### src/rtl/fake_pulse_sched_if.sv
// rtl/fake_pulse_sched_if.sv - control, status and fake-sample bundle of fake_pulse_sched; TRIG_OUT present only with FAKE_SCHED_TRIGOUT_EN
interface fake_pulse_sched_if #(
    parameter int NCHAN = 5
);
    logic             START;
    logic             STOP;
    logic [31:0]      INTERVAL;
    logic [11:0]      AMPLITUDE;
    logic [15:0]      NPULSES;
    logic [NCHAN-1:0] CHAN_MASK;
    logic             BUSY;
    logic             DONE;
    logic             PULSE_ACTIVE;
    logic [15:0]      PULSE_COUNT;
    logic [NCHAN-1:0] USE_FAKE;
    logic [23:0]      FAKE_SIGNAL;
`ifdef FAKE_SCHED_TRIGOUT_EN
    logic             TRIG_OUT;
`endif

    // control processor side
    modport master (
`ifdef FAKE_SCHED_TRIGOUT_EN
        input  TRIG_OUT,
`endif
        output START,
        output STOP,
        output INTERVAL,
        output AMPLITUDE,
        output NPULSES,
        output CHAN_MASK,
        input  BUSY,
        input  DONE,
        input  PULSE_ACTIVE,
        input  PULSE_COUNT,
        input  USE_FAKE,
        input  FAKE_SIGNAL
    );

    // scheduler side
    modport slave (
`ifdef FAKE_SCHED_TRIGOUT_EN
        output TRIG_OUT,
`endif
        input  START,
        input  STOP,
        input  INTERVAL,
        input  AMPLITUDE,
        input  NPULSES,
        input  CHAN_MASK,
        output BUSY,
        output DONE,
        output PULSE_ACTIVE,
        output PULSE_COUNT,
        output USE_FAKE,
        output FAKE_SIGNAL
    );
endinterface

### src/rtl/fake_pulse_sched.sv
// rtl/fake_pulse_sched.sv - fake ADC pulse-train scheduler; optional peak marker TRIG_OUT under FAKE_SCHED_TRIGOUT_EN
module fake_pulse_sched #(
    parameter int PEDESTAL   = 200,
    parameter int MAX_SIGNAL = 2047,
    parameter int LG_SHIFT   = 5,
    parameter int NCHAN      = 5
) (
    input logic               CLK,
    input logic               RST,
    fake_pulse_sched_if.slave bus
);

    typedef enum logic [1:0] {
        IDLE   = 2'd0,
        RAMP   = 2'd1,
        WAIT   = 2'd2,
        FINISH = 2'd3
    } state_t;

    localparam logic [11:0] PED12    = 12'(PEDESTAL);
    localparam logic [12:0] PED13    = 13'(PEDESTAL);
    localparam logic [12:0] MAX13    = 13'(MAX_SIGNAL);
    localparam logic [23:0] PED_WORD = {PED12, PED12};

    state_t           state;
    logic [31:0]      interval_q;
    logic [11:0]      amp_q;
    logic [15:0]      npulses_q;
    logic [NCHAN-1:0] mask_q;
    logic [31:0]      ic;
    logic [11:0]      r;
    logic [15:0]      pulse_count;
    logic             busy;
    logic             done;
    logic             pulse_active;
    logic [NCHAN-1:0] use_fake;
    logic [23:0]      fake_signal;

    logic             at_boundary;
    logic             more_pulses;
    logic             ramp_last;
    logic             ramp_sample;
    logic [12:0]      hg_sum;
    logic [12:0]      lg_sum;
    logic [11:0]      hg_val;
    logic [11:0]      lg_val;
    logic [11:0]      r_shift;

    // interval boundary and ramp-end decode; ramp_last is only consulted in RAMP where amp_q is non-zero
    assign at_boundary = (ic == (interval_q - 32'd1));
    assign more_pulses = (npulses_q == 16'd0) || (pulse_count < npulses_q);
    assign ramp_last   = (r == (amp_q - 12'd1));
    // a sample is emitted for this cycle's R unless an abort arrives in the same cycle
    assign ramp_sample = (state == RAMP) && !bus.STOP;

    // 13-bit sums, HG saturated, both truncated to 12 bits
    assign r_shift = r >> LG_SHIFT;
    assign hg_sum  = PED13 + {1'b0, r};
    assign lg_sum  = PED13 + {1'b0, r_shift};
    assign hg_val  = (hg_sum > MAX13) ? MAX13[11:0] : hg_sum[11:0];
    assign lg_val  = lg_sum[11:0];

    // run sequencing: configuration latch, interval/ramp counters and registered status outputs
    always_ff @(posedge CLK or posedge RST) begin
        if (RST) begin
            state        <= IDLE;
            interval_q   <= 32'd2;
            amp_q        <= 12'd0;
            npulses_q    <= 16'd0;
            mask_q       <= '0;
            ic           <= 32'd0;
            r            <= 12'd0;
            pulse_count  <= 16'd0;
            busy         <= 1'b0;
            done         <= 1'b0;
            pulse_active <= 1'b0;
            use_fake     <= '0;
        end else begin
            done <= 1'b0;
            case (state)
                IDLE: begin
                    if (bus.START) begin
                        interval_q   <= (bus.INTERVAL < 32'd2) ? 32'd2 : bus.INTERVAL;
                        amp_q        <= bus.AMPLITUDE;
                        npulses_q    <= bus.NPULSES;
                        mask_q       <= bus.CHAN_MASK;
                        ic           <= 32'd0;
                        r            <= 12'd0;
                        pulse_count  <= 16'd1;
                        busy         <= 1'b1;
                        use_fake     <= bus.CHAN_MASK;
                        // a zero-length ramp skips straight to the wait phase
                        if (bus.AMPLITUDE == 12'd0) begin
                            state        <= WAIT;
                            pulse_active <= 1'b0;
                        end else begin
                            state        <= RAMP;
                            pulse_active <= 1'b1;
                        end
                    end
                end
                RAMP, WAIT: begin
                    if (bus.STOP) begin
                        state        <= FINISH;
                        done         <= 1'b1;
                        pulse_active <= 1'b0;
                        use_fake     <= '0;
                    end else if (at_boundary) begin
                        if (more_pulses) begin
                            ic          <= 32'd0;
                            r           <= 12'd0;
                            pulse_count <= pulse_count + 16'd1;
                            if (amp_q == 12'd0) begin
                                state        <= WAIT;
                                pulse_active <= 1'b0;
                            end else begin
                                state        <= RAMP;
                                pulse_active <= 1'b1;
                            end
                        end else begin
                            state        <= FINISH;
                            done         <= 1'b1;
                            pulse_active <= 1'b0;
                        end
                    end else begin
                        ic <= ic + 32'd1;
                        if (state == RAMP) begin
                            if (ramp_last) begin
                                state        <= WAIT;
                                pulse_active <= 1'b0;
                            end else begin
                                r <= r + 12'd1;
                            end
                        end
                    end
                end
                FINISH: begin
                    state    <= IDLE;
                    busy     <= 1'b0;
                    use_fake <= '0;
                end
                default: begin
                    state <= IDLE;
                end
            endcase
        end
    end

    // sample word follows the state/R of the previous cycle
    always_ff @(posedge CLK or posedge RST) begin
        if (RST) begin
            fake_signal <= PED_WORD;
        end else begin
            fake_signal <= ramp_sample ? {hg_val, lg_val} : PED_WORD;
        end
    end

`ifdef FAKE_SCHED_TRIGOUT_EN
    logic trig_out;

    // marks the sample carrying the ramp peak, whether the ramp ends naturally or at the interval boundary
    always_ff @(posedge CLK or posedge RST) begin
        if (RST) begin
            trig_out <= 1'b0;
        end else begin
            trig_out <= ramp_sample && (ramp_last || at_boundary);
        end
    end

    assign bus.TRIG_OUT = trig_out;
`endif

    assign bus.BUSY         = busy;
    assign bus.DONE         = done;
    assign bus.PULSE_ACTIVE = pulse_active;
    assign bus.PULSE_COUNT  = pulse_count;
    assign bus.USE_FAKE     = use_fake;
    assign bus.FAKE_SIGNAL  = fake_signal;

endmodule
### src/flat_wrapper.sv
// flat-port wrapper written by rule: the top's interface ports become plain ports
module fake_pulse_sched_flat 
#(
    parameter int PEDESTAL   = 200,
    parameter int MAX_SIGNAL = 2047,
    parameter int LG_SHIFT   = 5,
    parameter int NCHAN      = 5
)
  (CLK, RST, bus_START, bus_STOP, bus_INTERVAL, bus_AMPLITUDE, bus_NPULSES, bus_CHAN_MASK, bus_BUSY, bus_DONE, bus_PULSE_ACTIVE, bus_PULSE_COUNT, bus_USE_FAKE, bus_FAKE_SIGNAL);
  fake_pulse_sched_if #(.NCHAN(NCHAN)) bus_i ();
  input logic CLK;
  input logic RST;
  input wire logic [$bits(bus_i.START)-1:0] bus_START;
  input wire logic [$bits(bus_i.STOP)-1:0] bus_STOP;
  input wire logic [$bits(bus_i.INTERVAL)-1:0] bus_INTERVAL;
  input wire logic [$bits(bus_i.AMPLITUDE)-1:0] bus_AMPLITUDE;
  input wire logic [$bits(bus_i.NPULSES)-1:0] bus_NPULSES;
  input wire logic [$bits(bus_i.CHAN_MASK)-1:0] bus_CHAN_MASK;
  output wire logic [$bits(bus_i.BUSY)-1:0] bus_BUSY;
  output wire logic [$bits(bus_i.DONE)-1:0] bus_DONE;
  output wire logic [$bits(bus_i.PULSE_ACTIVE)-1:0] bus_PULSE_ACTIVE;
  output wire logic [$bits(bus_i.PULSE_COUNT)-1:0] bus_PULSE_COUNT;
  output wire logic [$bits(bus_i.USE_FAKE)-1:0] bus_USE_FAKE;
  output wire logic [$bits(bus_i.FAKE_SIGNAL)-1:0] bus_FAKE_SIGNAL;
  assign bus_i.START = bus_START;
  assign bus_i.STOP = bus_STOP;
  assign bus_i.INTERVAL = bus_INTERVAL;
  assign bus_i.AMPLITUDE = bus_AMPLITUDE;
  assign bus_i.NPULSES = bus_NPULSES;
  assign bus_i.CHAN_MASK = bus_CHAN_MASK;
  assign bus_BUSY = bus_i.BUSY;
  assign bus_DONE = bus_i.DONE;
  assign bus_PULSE_ACTIVE = bus_i.PULSE_ACTIVE;
  assign bus_PULSE_COUNT = bus_i.PULSE_COUNT;
  assign bus_USE_FAKE = bus_i.USE_FAKE;
  assign bus_FAKE_SIGNAL = bus_i.FAKE_SIGNAL;
  fake_pulse_sched #(.PEDESTAL(PEDESTAL), .MAX_SIGNAL(MAX_SIGNAL), .LG_SHIFT(LG_SHIFT), .NCHAN(NCHAN)) u_core (.CLK(CLK), .RST(RST), .bus(bus_i));
endmodule
### config.mk
export PLATFORM = sky130hd
export DESIGN_NAME = fake_pulse_sched_flat
export DESIGN_NICKNAME = d
export VERILOG_FILES = /design/src/rtl/fake_pulse_sched_if.sv /design/src/rtl/fake_pulse_sched.sv /design/src/flat_wrapper.sv
export SDC_FILE = /design/constraint.sdc
export NUM_CORES = 1
export LEC_CHECK = 0
export ABC_AREA = 1
export CAP_MARGIN = 5
export CORE_ASPECT_RATIO = 0.7
export CORE_MARGIN = 2
export CORE_UTILIZATION = 55
export CTS_CLUSTER_DIAMETER = 200
export DETAILED_ROUTE_END_ITERATION = 7
export PLACE_DENSITY = 0.84
export SETUP_SLACK_MARGIN = 0.3
export SYNTH_ARGS = -nofsm -noshare
export SYNTH_HDL_FRONTEND = slang
export SYNTH_SLANG_ARGS = --single-unit
### constraint.sdc
create_clock -name CLK -period 12.5 [get_ports CLK]
set_input_delay 3.75 -clock CLK [delete_from_list [all_inputs] [get_ports CLK]]
set_output_delay 3.75 -clock CLK [all_outputs]
set_load 0.005 [all_outputs]
-- Yosys cells after proc, flatten, opt, wreduce, memory -nomap -nowiden
Index checks and enable logic that the tools add are counted.
- RAM bits: 0
- output and inout port bits: 48
- memories kept: 0
- word-level logic and storage cells: 102
- bits in read-only memories: 0
- bits of input ports: 69
- latch bits: 0
- register bits: 154
- equal/unequal tests: 15
- magnitude comparators: 3
- div/mod/pow operators: 0
- reduce and logical (&&, ||, !) cells: 18
- bitwise operators: 0
- shifts and indexed selects: 0
- mux-type cells: 47
- $mul: 0
- add/sub/neg operators: 7
- operators by type and width (kind ; count):
    32-bit 2-to-1 mux ; 5
    12-bit 2-to-1 mux ; 7
    16-bit 2-to-1 mux ; 4
    32-bit one-hot mux with 2 select lines ; 1
    32-bit by 1-bit adder with 32-bit output (second input constant) ; 1
    32-bit equality test ; 1
    32-bit by 2-bit < comparator with 1-bit output (second input constant) ; 1
    16-bit one-hot mux with 2 select lines ; 1
    32-bit by 1-bit subtractor with 32-bit output (second input constant) ; 1
    12-bit logical NOT ; 2
    24-bit 2-to-1 mux ; 1
    12-bit one-hot mux with 2 select lines ; 1
    16-bit by 1-bit adder with 16-bit output (second input constant) ; 1
    16-bit logical NOT ; 1
    16-bit < comparator ; 1
    2-bit 2-to-1 mux ; 8
    5-bit one-hot mux with 3 select lines ; 1
    8-bit by 12-bit adder with 13-bit output (first input constant) ; 1
    13-bit by 11-bit > comparator with 1-bit output (second input constant) ; 1
    1-bit 2-to-1 mux ; 13
    12-bit by 1-bit adder with 12-bit output (second input constant) ; 1
    12-bit equality test ; 1
    12-bit by 1-bit subtractor with 12-bit output (second input constant) ; 1
    5-bit 2-to-1 mux ; 2
    other kinds (22) ; 32

-- Depth between registers and ports, before layout
Gate-level depths: netlist (run 1).
- word-level depth: 7
- depth in mapped cells: 20
- gate-level depth less buffers: 19

-- Worst setup path before layout (run 1)
Ideal clock, no wire load.
- kind: input -> register
- from: input bus_STOP
- to: register u_core.pulse_count[2] (netlist: u_core.bus.PULSE_COUNT[2])
- path buffers: 1
- setup slack: 7597 ps
- data arrival time: 4786 ps
- stages on the path: 9
- cell sequence: nand2_1 inv_1 nor3_1 inv_1 nor2_2 nand2_2 buf_6 nand2_1 nand2_1
- word-level cells in the longest chain between the ends: 2
- RTL lines (what ; RTL line ; source):
    from (decl) ; flat_wrapper.sv:14 ; input wire logic [$bits(bus_i.STOP)-1:0] bus_STOP;
    2-bit != test (no source line) ; -- ;
    5-bit AND reduction (no source line) ; -- ;
    to (signal assigned) ; fake_pulse_sched.sv:112 ; pulse_count <= pulse_count + 16'd1;
    to (decl) ; fake_pulse_sched.sv:32 ; logic [15:0] pulse_count;
No other way between the ends.
A chain may end at the register's enable or synchronous reset.

-- Final worst setup path (run 1)
- from: input bus_STOP
- to: register u_core.pulse_count[10] (netlist: u_core.bus.PULSE_COUNT[10])
Same word-level chain as after synthesis.

==> results.py, run 1 <==
metrics = {
    "synth": {
        "yosysTopAreaCell": "dfrtp_1",
        "async_reset_ff_frac": 1.00,
        "syn_area_mm2": 0.0102,
        "ys_types": 40,
        "seq_area_frac_synth": 0.370,
        "synth.top_cell.area_share": 0.352,
        "synth_compound_area_frac": 0.0725,
        "synth_edf_count": 0,
        "synth_flop_cell": "dfrtp_1",
        "syn_inst": 1478,
        "yosys-top-cells-area": "dfrtp_1, nand2_1, nor2_1",
        "synthXorXnorAreaFrac": 0.0707,
        "yosys_warnings": 0,
        "ys_ff_latch": 151,
        "synthSimpleGateAreaFrac": 0.375,
        "synth_top_family_by_area": "simple AND/OR/NAND/NOR gates",
        "synth.avg_cell_area_um2": 6.92,
        "muxShareOfSynthArea": 0,
        "synthAdderAreaFrac": 0.0342,
    },
    "clock_network": {
        "clk_pin_slew_ns": 0.06,
        "postCtsSetupRepairBufs": 0,
        "cts_root_buffer": "clkbuf_16",
        "cts.repair.resized": 0,
        "clock_path_buffers": 2,
        "hold_buffers": 0,
        "cts_max_level": 4,
        "cts_tree": "done",
        "cts_sinks": 151,
        "clkLatencyLatePin_ns": 0.42,
        "cts-buffers-inserted": 17,
    },
    "floorplan": {
        "rows": 41,
        "core_region_area_mm2": 0.0181,
        "die_w_um": 167,
        "die_y_um": 118,
        "ios": 117,
        "fp.dieArea_mm2": 0.0197,
        "initial_utilization": 0.565,
    },
    "detailed_routing": {
        "wl_per_cell_um": 16.1,
        "wl_um": 29300,
        "postRouteAntennaNets": 0,
        "viasPerCell": 5.58,
        "drt_iter0_markers": 1143,
        "drt-pass1-iter-count": 5,
        "drc": 0,
        "num_vias": 10154,
    },
    "min_path": {
        "min_path_cells": 2,
        "hp-class": "register to register",
    },
    "finish": {
        "final_common_cell": "nand2_1",
        "layout.nets": 1667,
        "drive_gt1_frac": 0.0461,
        "final_cell_mix": "nand2_1, nor2_1, dfrtp_1, inv_1, clkdlybuf4s50_1",
        "filler_cell_count": 1529,
        "diodes": 0,
        "area_growth_pct": 18.0,
    },
    "pwr": {
        "ir_drop_mv": 0.159,
        "p_per_area_mw_per_mm2": 197,
        "leakage_nw": 5.67,
        "power_mw": 2.38,
    },
    "timing": {
        "layout_min_cycle_time_ns": 5.80,
        "slew_headroom": 0.392,
        "max_freq_mhz": 173,
        "finalSetupTns_ns": 0,
        "layout_worst_path_cycle_share": 0.464,
        "slew_viol_final": 0,
        "final_hold_viol_count": 0,
        "worstMarginPinSlew_ns": 0.910,
        "rsz0062_at_grt": "false",
        "setup_violations": 0,
        "skew_ns": 0.00716,
    },
    "flow_run": {
        "max_cap_violations": 0,
    },
    "critical_path": {
        "r2r_setup_slack_ns": 8.58,
        "worstPathMaxFanout": 17,
        "cp.required_ns": 12.81,
        "crit_type": "primary input to register",
        "max_stage_delay_ns": 0.60,
        "endpoint_kind": "register",
        "worstPathArrival_ns": 6.10,
        "ff2ff_path_depth": 18,
        "worstPathCellList": "clkdlybuf4s50_1, nand2_1, inv_1, nor3_1, inv_1, nor2_2, nand2_2, nand2_1, nand2_1",
        "slowest_stage": "nor2_2",
        "cp-start-kind": "primary input",
        "worst_path_most_repeated_cell": "nand2_1",
    },
    "status": {
        "status": "completed",
    },
    "placed_design": {
        "port_buffers": 113,
        "dp_hpwl_um": 21600,
        "routabilityCongestion": 0.977,
    },
    "global_route": {
        "track_usage": 0.302,
        "grt_pass1_vias": 9305,
        "antenna_found_initial": 0,
        "grt_pass1_wl_um": 47900,
        "grt_max_degree": 94,
        "grt_overflow": 0,
    },
}
==> worst max-delay path, delay by kind of cell <==
kind	cells	cell delay (ns)
AND/OR/NAND/NOR	6	1.61
buffers and inverters	3	0.74
==> area by class of cell <==
| class | instances | area [um2] | area share |
|---|---|---|---|
| Multi-Input combinational cell | 1139 | 5670 | 0.470 |
| Sequential cell | 151 | 3790 | 0.314 |
| Timing Repair Buffer | 118 | 1170 | 0.0968 |
| Inverter | 143 | 542 | 0.0449 |
| Clock buffer | 25 | 495 | 0.0410 |
| Tap cell | 236 | 295 | 0.0245 |
| Clock inverter | 7 | 116 | 0.00964 |
==> path summary, 6_finish.rpt <==
kind                                                          end                               start
setup / recovery           u_core.bus.PULSE_COUNT[10]$_DFFE_PP0P_                            bus_STOP
hold / removal                 u_core.bus.USE_FAKE[0]$_DFFE_PP0P_  u_core.bus.USE_FAKE[0]$_DFFE_PP0P_
setup reg to reg                         u_core.r[11]$_DFFE_PP0P_    u_core.interval_q[0]$_DFFE_PP0P_
hold reg to reg                u_core.bus.USE_FAKE[0]$_DFFE_PP0P_  u_core.bus.USE_FAKE[0]$_DFFE_PP0P_
max in group asynchronous         u_core.npulses_q[0]$_DFFE_PP0P_                                 RST
min in group asynchronous        u_core.interval_q[2]$_DFFE_PP0P_                                 RST
==> where the power goes <==
group | internal (mW) | switching, mW
registers | 0.612 | 0.140
logic | 0.344 | 0.752
clock network | 0.335 | 0.200
==> metrics by stage <==
stage,hold slack (ns),cells,instance area (um2),util,worst slack (ns)
global route,0.532,1819,12100,0.667,6.50
global placement,0.468,1787,11500,0.633,6.49
finish,0.489,1819,12100,0.667,6.70
detailed placement,0.476,1787,11500,0.633,6.34
CTS,0.491,1819,12100,0.667,6.75
floorplan,0.456,1481,10200,-,4.70
==> cell families after synthesis <==
group | after synthesis
compound gates | 137
fa+ha+maj | 28
other cells | 1
xor+xnor | 81
flops | 151
simple gates | 889
buf+inv | 191
==> synth_stat cells, drive strengths merged (3+ instances only) <==
cell and n:
nor3b 7, inv 142, ha 28, nor3 20, nand3 79, nor2 188, o21a 3, dfstp 7
clkbuf 30, xor2 50, xnor2 30, or2 8, a21oi 18, nand4 27, buf 18, nand3b 32
o21bai 14, dfrtp 144, nor4 24, o21ai 96, nand2 503
==> flip-flops by register name, summed over array words and instances, names as in the netlist <==
signal / count
u_core.bus.DONE: 1
u_core.bus.USE_FAKE: 5
u_core.npulses_q: 16
u_core.bus.PULSE_COUNT: 16
u_core.amp_q: 12
u_core.bus.PULSE_ACTIVE: 1
u_core.r: 12
u_core.interval_q: 32
u_core.bus.FAKE_SIGNAL: 21
u_core.state: 2
u_core.bus.BUSY: 1
u_core.ic: 32
==> routing by layer <==
layer | global-route usage | vias to the layer above | wire, um
li1 | - | 4896 | -
met1 | 0.452 | 4743 | 13600
met2 | 0.437 | 486 | 12200
met3 | 0.0847 | 29 | 3290
met4 | 0.0566 | 0 | 290
met5 | 0 | - | 0
Note: power is estimated with default switching activity, not from simulation.
==> run 2: changes to the inputs <==
--- a/config.mk
+++ b/config.mk
@@ -9,7 +9,7 @@
 export CAP_MARGIN = 5
 export CORE_ASPECT_RATIO = 0.7
 export CORE_MARGIN = 2
-export CORE_UTILIZATION = 55
+export CORE_UTILIZATION = 52
 export CTS_CLUSTER_DIAMETER = 200
 export DETAILED_ROUTE_END_ITERATION = 7
 export PLACE_DENSITY = 0.84
==> constraint.sdc (replaced) <==
create_clock -name CLK -period 4.7 [get_ports CLK]
set_input_delay 1.41 -clock CLK [delete_from_list [all_inputs] [get_ports CLK]]
set_output_delay 1.41 -clock CLK [all_outputs]
set_load 0.005 [all_outputs]
==> results.py, run 2 (synthesized netlist as in run 1, its figures left out) <==
metrics = {
    "global_route": {
        "grt_pass1_vias": 9098,
        "grt_overflow": 0,
        "grt_pass1_wl_um": 46400,
        "grt_max_degree": 75,
        "track_usage": 0.286,
        "antenna_found_initial": 0,
    },
    "detailed_routing": {
        "wl_per_cell_um": 15.5,
        "drc": 0,
        "num_vias": 10183,
        "drt_iter0_markers": 1196,
        "viasPerCell": 5.50,
        "postRouteAntennaNets": 0,
        "drt-pass1-iter-count": 6,
        "wl_um": 28700,
    },
    "finish": {
        "postLayoutCoreUtil": 0.635,
        "seq_area_mm2": 0.00379,
        "final_common_cell": "nand2_1",
        "filler_cell_count": 1654,
        "final_cell_mix": "nand2_1, nor2_1, dfrtp_1, inv_1, clkdlybuf4s50_1",
        "diodes": 0,
        "area_growth_pct": 18.4,
        "layout.nets": 1671,
        "stdcell_count": 1851,
        "final_area_mm2": 0.0121,
        "multi_input_area_mm2": 0.00566,
        "drive_gt1_frac": 0.0498,
    },
    "timing": {
        "slew_headroom": 0.460,
        "slew_viol_final": 0,
        "worst_slack_ns": 0.910,
        "layout_min_cycle_time_ns": 3.79,
        "max_freq_mhz": 264,
        "layout_worst_path_cycle_share": 0.806,
        "skew_ns": 0.00973,
        "timing.hold.ws_ns": 0.486,
        "final_hold_viol_count": 0,
        "worstMarginPinSlew_ns": 0.808,
        "finalSetupTns_ns": 0,
        "rsz0062_at_grt": "false",
        "setup_violations": 0,
    },
    "placed_design": {
        "placed_cell_area_mm2": 0.0115,
        "port_buffers": 113,
        "routabilityCongestion": 0.976,
        "dp_slack_ns": 1.18,
        "dp_hpwl_um": 21500,
        "dp_cells": 1819,
    },
    "clock_network": {
        "clkLatencyLatePin_ns": 0.43,
        "cts_max_level": 4,
        "cts_root_buffer": "clkbuf_16",
        "clock_path_buffers": 2,
        "cts-buffers-inserted": 17,
        "cts_sinks": 151,
        "postCtsSetupRepairBufs": 0,
        "cts.repair.resized": 0,
        "hold_buffers": 0,
        "clk_pin_slew_ns": 0.06,
        "cts_tree": "done",
    },
    "critical_path": {
        "endpoint_kind": "register",
        "crit_type": "register to register",
        "worstPathMaxFanout": 22,
        "cp.required_ns": 5.01,
        "ff2ff_path_depth": 17,
        "r2r_setup_slack_ns": 0.91,
        "worstPathArrival_ns": 4.10,
        "cp-start-kind": "register",
    },
    "floorplan": {
        "core_region_area_mm2": 0.0191,
        "fp.dieArea_mm2": 0.0208,
        "die_w_um": 172,
        "initial_utilization": 0.536,
        "die_y_um": 121,
        "ios": 117,
        "rows": 42,
    },
    "pwr": {
        "swShare": 0.465,
        "switching_power_mw": 2.91,
        "power_mw": 6.26,
        "p_per_area_mw_per_mm2": 516,
        "pwr-share-clk": 0.220,
        "power_frac_seq": 0.319,
        "p_int_mw": 3.35,
        "leakage_nw": 5.67,
        "combPwrFrac": 0.462,
        "ir_drop_mv": 0.494,
    },
    "min_path": {
        "hp-class": "register to register",
        "min_path_cells": 2,
    },
    "status": {
        "status": "completed",
    },
    "flow_run": {
        "max_cap_violations": 0,
    },
}
-- run 2: cell types whose count changed in the layout (fill, tap and decap cells not counted) --
cell,change
clkinvlp_4,+3
nand3_2,-1
clkinv_4,+1
clkbuf_8,-3
buf_12,+1
clkbuf_1,-3
inv_6,+3
nand3_1,+1
bufinv_16,-1
buf_4,+3
-- run 2: worst paths after layout --
path / from / endpoint
worst max-delay path: u_core.interval_q[0]$_DFFE_PP0P_ / u_core.bus.PULSE_COUNT[9]$_DFFE_PP0P_
worst min-delay path: u_core.bus.USE_FAKE[3]$_DFFE_PP0P_ / u_core.bus.USE_FAKE[3]$_DFFE_PP0P_
worst max register to register: u_core.interval_q[0]$_DFFE_PP0P_ / u_core.bus.PULSE_COUNT[9]$_DFFE_PP0P_
worst min register to register: u_core.bus.USE_FAKE[3]$_DFFE_PP0P_ / u_core.bus.USE_FAKE[3]$_DFFE_PP0P_
max in group asynchronous: RST / u_core.bus.USE_FAKE[3]$_DFFE_PP0P_
min in group asynchronous: RST / u_core.ic[6]$_DFFE_PP0P_
-- run 2: area by class of cell --
type                            instances  area share
Multi-Input combinational cell       1139       0.467
Sequential cell                       151       0.312
Timing Repair Buffer                  122      0.0999
Inverter                              143      0.0446
Clock buffer                           19      0.0365
Tap cell                              264      0.0273
Clock inverter                         13      0.0120
-- run 2: routing by layer --
layer,part of all wire,global-route usage,wire (um),vias up
met5,0,0,0,-
met4,0.010,0.0630,291,0
met3,0.11,0.0718,3290,33
met2,0.41,0.402,11800,522
met1,0.47,0.437,13400,4723
li1,-,-,-,4905
-- run 2: worst max-delay path: stages, from the launching register on --
cell	delay, ns
dfrtp_1	0.37
inv_1	0.15
ha_1	0.30
nand2_2	0.15
nor2_4	0.25
nand2_1	0.20
nor2_1	0.14
nand2_1	0.05
nand2_1	0.07
nand2_1	0.05
inv_1	0.05
nand2_1	0.04
nor2_1	0.22
nand3_2	0.27
nand2_1	0.68
nand2_2	0.38
nand2_1	0.18
nand2_1	0.09
-- run 2: power groups by stage --
stage / registers (mW) / clock network (mW) / logic (mW)
6_report: 1.99 / 1.38 / 2.89
3_5_place_dp: 1.99 / 0 / 2.81
3_3_place_gp: 1.99 / 0 / 2.73
5_1_grt: 2.03 / 1.44 / 3.27
2_1_floorplan: 1.89 / 0 / 2.21
4_1_cts: 1.98 / 1.38 / 2.85
==> run 3: changes to the inputs <==
--- a/config.mk
+++ b/config.mk
@@ -9,7 +9,7 @@
 export CAP_MARGIN = 5
 export CORE_ASPECT_RATIO = 0.7
 export CORE_MARGIN = 2
-export CORE_UTILIZATION = 52
+export CORE_UTILIZATION = 55
 export CTS_CLUSTER_DIAMETER = 200
 export DETAILED_ROUTE_END_ITERATION = 7
 export PLACE_DENSITY = 0.84
==> constraint.sdc (replaced) <==
create_clock -name CLK -period 3.8 [get_ports CLK]
set_input_delay 1.14 -clock CLK [delete_from_list [all_inputs] [get_ports CLK]]
set_output_delay 1.14 -clock CLK [all_outputs]
set_load 0.005 [all_outputs]
==> results.py, run 3 (synthesized netlist as in run 1, its figures left out) <==
metrics = {
    "status": {
        "status": "completed",
    },
    "floorplan": {
        "initial_utilization": 0.565,
        "die_y_um": 118,
        "fp.dieArea_mm2": 0.0197,
        "core_region_area_mm2": 0.0181,
        "rows": 41,
        "die_w_um": 167,
        "ios": 117,
    },
    "finish": {
        "drive_gt1_frac": 0.0504,
        "area_growth_pct": 19.0,
        "layout.nets": 1672,
        "postLayoutCoreUtil": 0.673,
        "filler_cell_count": 1503,
        "diodes": 0,
        "final_common_cell": "nand2_1",
        "final_cell_mix": "nand2_1, nor2_1, dfrtp_1, inv_1, clkdlybuf4s50_1",
    },
    "min_path": {
        "hp-class": "register to register",
    },
    "detailed_routing": {
        "drt_iter0_markers": 1120,
        "wl_um": 29300,
        "viasPerCell": 5.58,
        "num_vias": 10171,
        "drt-pass1-iter-count": 6,
        "wl_per_cell_um": 16.1,
        "postRouteAntennaNets": 0,
        "drc": 0,
    },
    "clock_network": {
        "clkLatencyLatePin_ns": 0.43,
        "cts_tree": "done",
        "postCtsSetupRepairBufs": 0,
        "cts_root_buffer": "clkbuf_16",
        "cts_sinks": 151,
        "cts-buffers-inserted": 17,
        "cts_max_level": 4,
        "hold_buffers": 0,
        "clock_path_buffers": 2,
        "clk_pin_slew_ns": 0.06,
    },
    "timing": {
        "skew_ns": 0.00998,
        "setup_violations": 0,
        "slew_headroom": 0.540,
        "max_freq_mhz": 310,
        "layout_min_cycle_time_ns": 3.23,
        "layout_worst_path_cycle_share": 0.850,
        "rsz0062_at_grt": "false",
        "slew_viol_final": 0,
        "finalSetupTns_ns": 0,
        "worstMarginPinSlew_ns": 0.685,
        "final_hold_viol_count": 0,
    },
    "pwr": {
        "ir_drop_mv": 0.462,
        "leakage_nw": 5.72,
        "p_per_area_mw_per_mm2": 656,
    },
    "critical_path": {
        "max_stage_delay_ns": 0.38,
        "worstPathMaxFanout": 63,
        "critPathTopFamily": "simple AND/OR/NAND/NOR gates",
        "cp-start-kind": "register",
        "slowest_stage": "dfrtp_1",
        "endpoint_kind": "register",
        "worstPathArrival_ns": 3.53,
        "worst_path_most_repeated_cell": "nand2_1",
        "worstPathCellList": "inv_1, ha_1, nand2_2, nor2_4, nand2_1, nor2_1, nand2_1, nand2_1, inv_1, nor2_1, nand2_1, nor2_2, nand4_1, nand2_4, buf_12, o21ai_0",
        "crit_type": "register to register",
        "cp.required_ns": 4.10,
        "crit_buf_inv": 3,
    },
    "global_route": {
        "antenna_found_initial": 0,
        "track_usage": 0.301,
        "grt_max_degree": 118,
        "grt_overflow": 0,
        "grt_pass1_wl_um": 47800,
        "grt_pass1_vias": 9407,
    },
    "placed_design": {
        "port_buffers": 113,
        "routabilityCongestion": 1.02,
        "dp_hpwl_um": 21600,
    },
    "flow_run": {
        "max_cap_violations": 0,
    },
}
-- run 3: cell count changes in the layout (fill, tap and decap cells not counted) --
cell / change
inv_6: -4
buf_12: +2
bufinv_16: +2
clkbuf_8: +2
buf_4: -1
clkinv_4: +1
clkinvlp_4: -1
nand2_2: -1
nand2_4: +1
nor2_2: -1
nor2_4: +1
-- run 3: final timing paths --
| check | endpoint | slack (ns) | depth (start not counted) | startpoint |
|---|---|---|---|---|
| worst max-delay path | u_core.ic[20]$_DFFE_PP0P_ | 0.57 | 16 | u_core.interval_q[0]$_DFFE_PP0P_ |
| worst min-delay path | u_core.bus.USE_FAKE[3]$_DFFE_PP0P_ | 0.48 | 2 | u_core.bus.USE_FAKE[3]$_DFFE_PP0P_ |
| worst max register to register | u_core.ic[20]$_DFFE_PP0P_ | 0.57 | 16 | u_core.interval_q[0]$_DFFE_PP0P_ |
| worst min register to register | u_core.bus.USE_FAKE[3]$_DFFE_PP0P_ | 0.48 | 2 | u_core.bus.USE_FAKE[3]$_DFFE_PP0P_ |
| max in group asynchronous | u_core.interval_q[21]$_DFFE_PP0P_ | 1.92 | 3 | RST |
| min in group asynchronous | u_core.interval_q[9]$_DFFE_PP0P_ | 0.99 | 2 | RST |
-- run 3: timing repair --
| item | in CTS | in global routing |
|---|---|---|
| hold endpoints to repair | 0 | 0 |
| gates resized for setup | 0 | 2 |
| setup endpoints to repair | 0 | 44 |
-- run 3: worst min-delay path: cells and delay by family (launching register included) --
kind | cells | cell delay [ns]
AOI/OAI and AO/OA | 1 | 0.06
DFF | 1 | 0.34
and+or+nand+nor | 1 | 0.05
-- run 3: cell type report --
type | instances | area [um2] | share of cell area
clock buffer | 21 | 470 | 0.0386
clock inverter | 11 | 171 | 0.0141
inverter | 143 | 541 | 0.0444
multi-input combinational | 1139 | 5670 | 0.466
sequential | 151 | 3790 | 0.311
tap | 236 | 295 | 0.0242
timing repair buffer | 123 | 1240 | 0.102
-- run 3: metal layers --
| layer | GRT usage | part of all wire |
|---|---|---|
| met5 | 0 | 0 |
| met4 | 0.0711 | 0.012 |
| met3 | 0.0746 | 0.11 |
| met2 | 0.427 | 0.41 |
| met1 | 0.458 | 0.47 |
-- run 3: per-stage QoR --
step | worst slack (ns) | hold WS (ns) | power, mW | std cells | area (um2)
floorplan | 0.763 | 0.456 | 5.07 | 1481 | 10200
global placement | 0.400 | 0.467 | 5.94 | 1792 | 11500
detailed placement | 0.288 | 0.474 | 6.01 | 1792 | 11500
CTS | 0.493 | 0.489 | 7.91 | 1824 | 12200
global route | 0.289 | 0.525 | 8.58 | 1824 | 12200
finish | 0.571 | 0.483 | 7.99 | 1824 | 12200
-- run 3: where the power goes --
| group | switching [mW] | total [mW] | internal [mW] |
|---|---|---|---|
| Combinational | 2.49 | 3.68 | 1.19 |
| Sequential | 0.449 | 2.46 | 2.01 |
| Clock | 0.693 | 1.85 | 1.15 |
| Total | 3.63 | 7.99 | 4.36 |
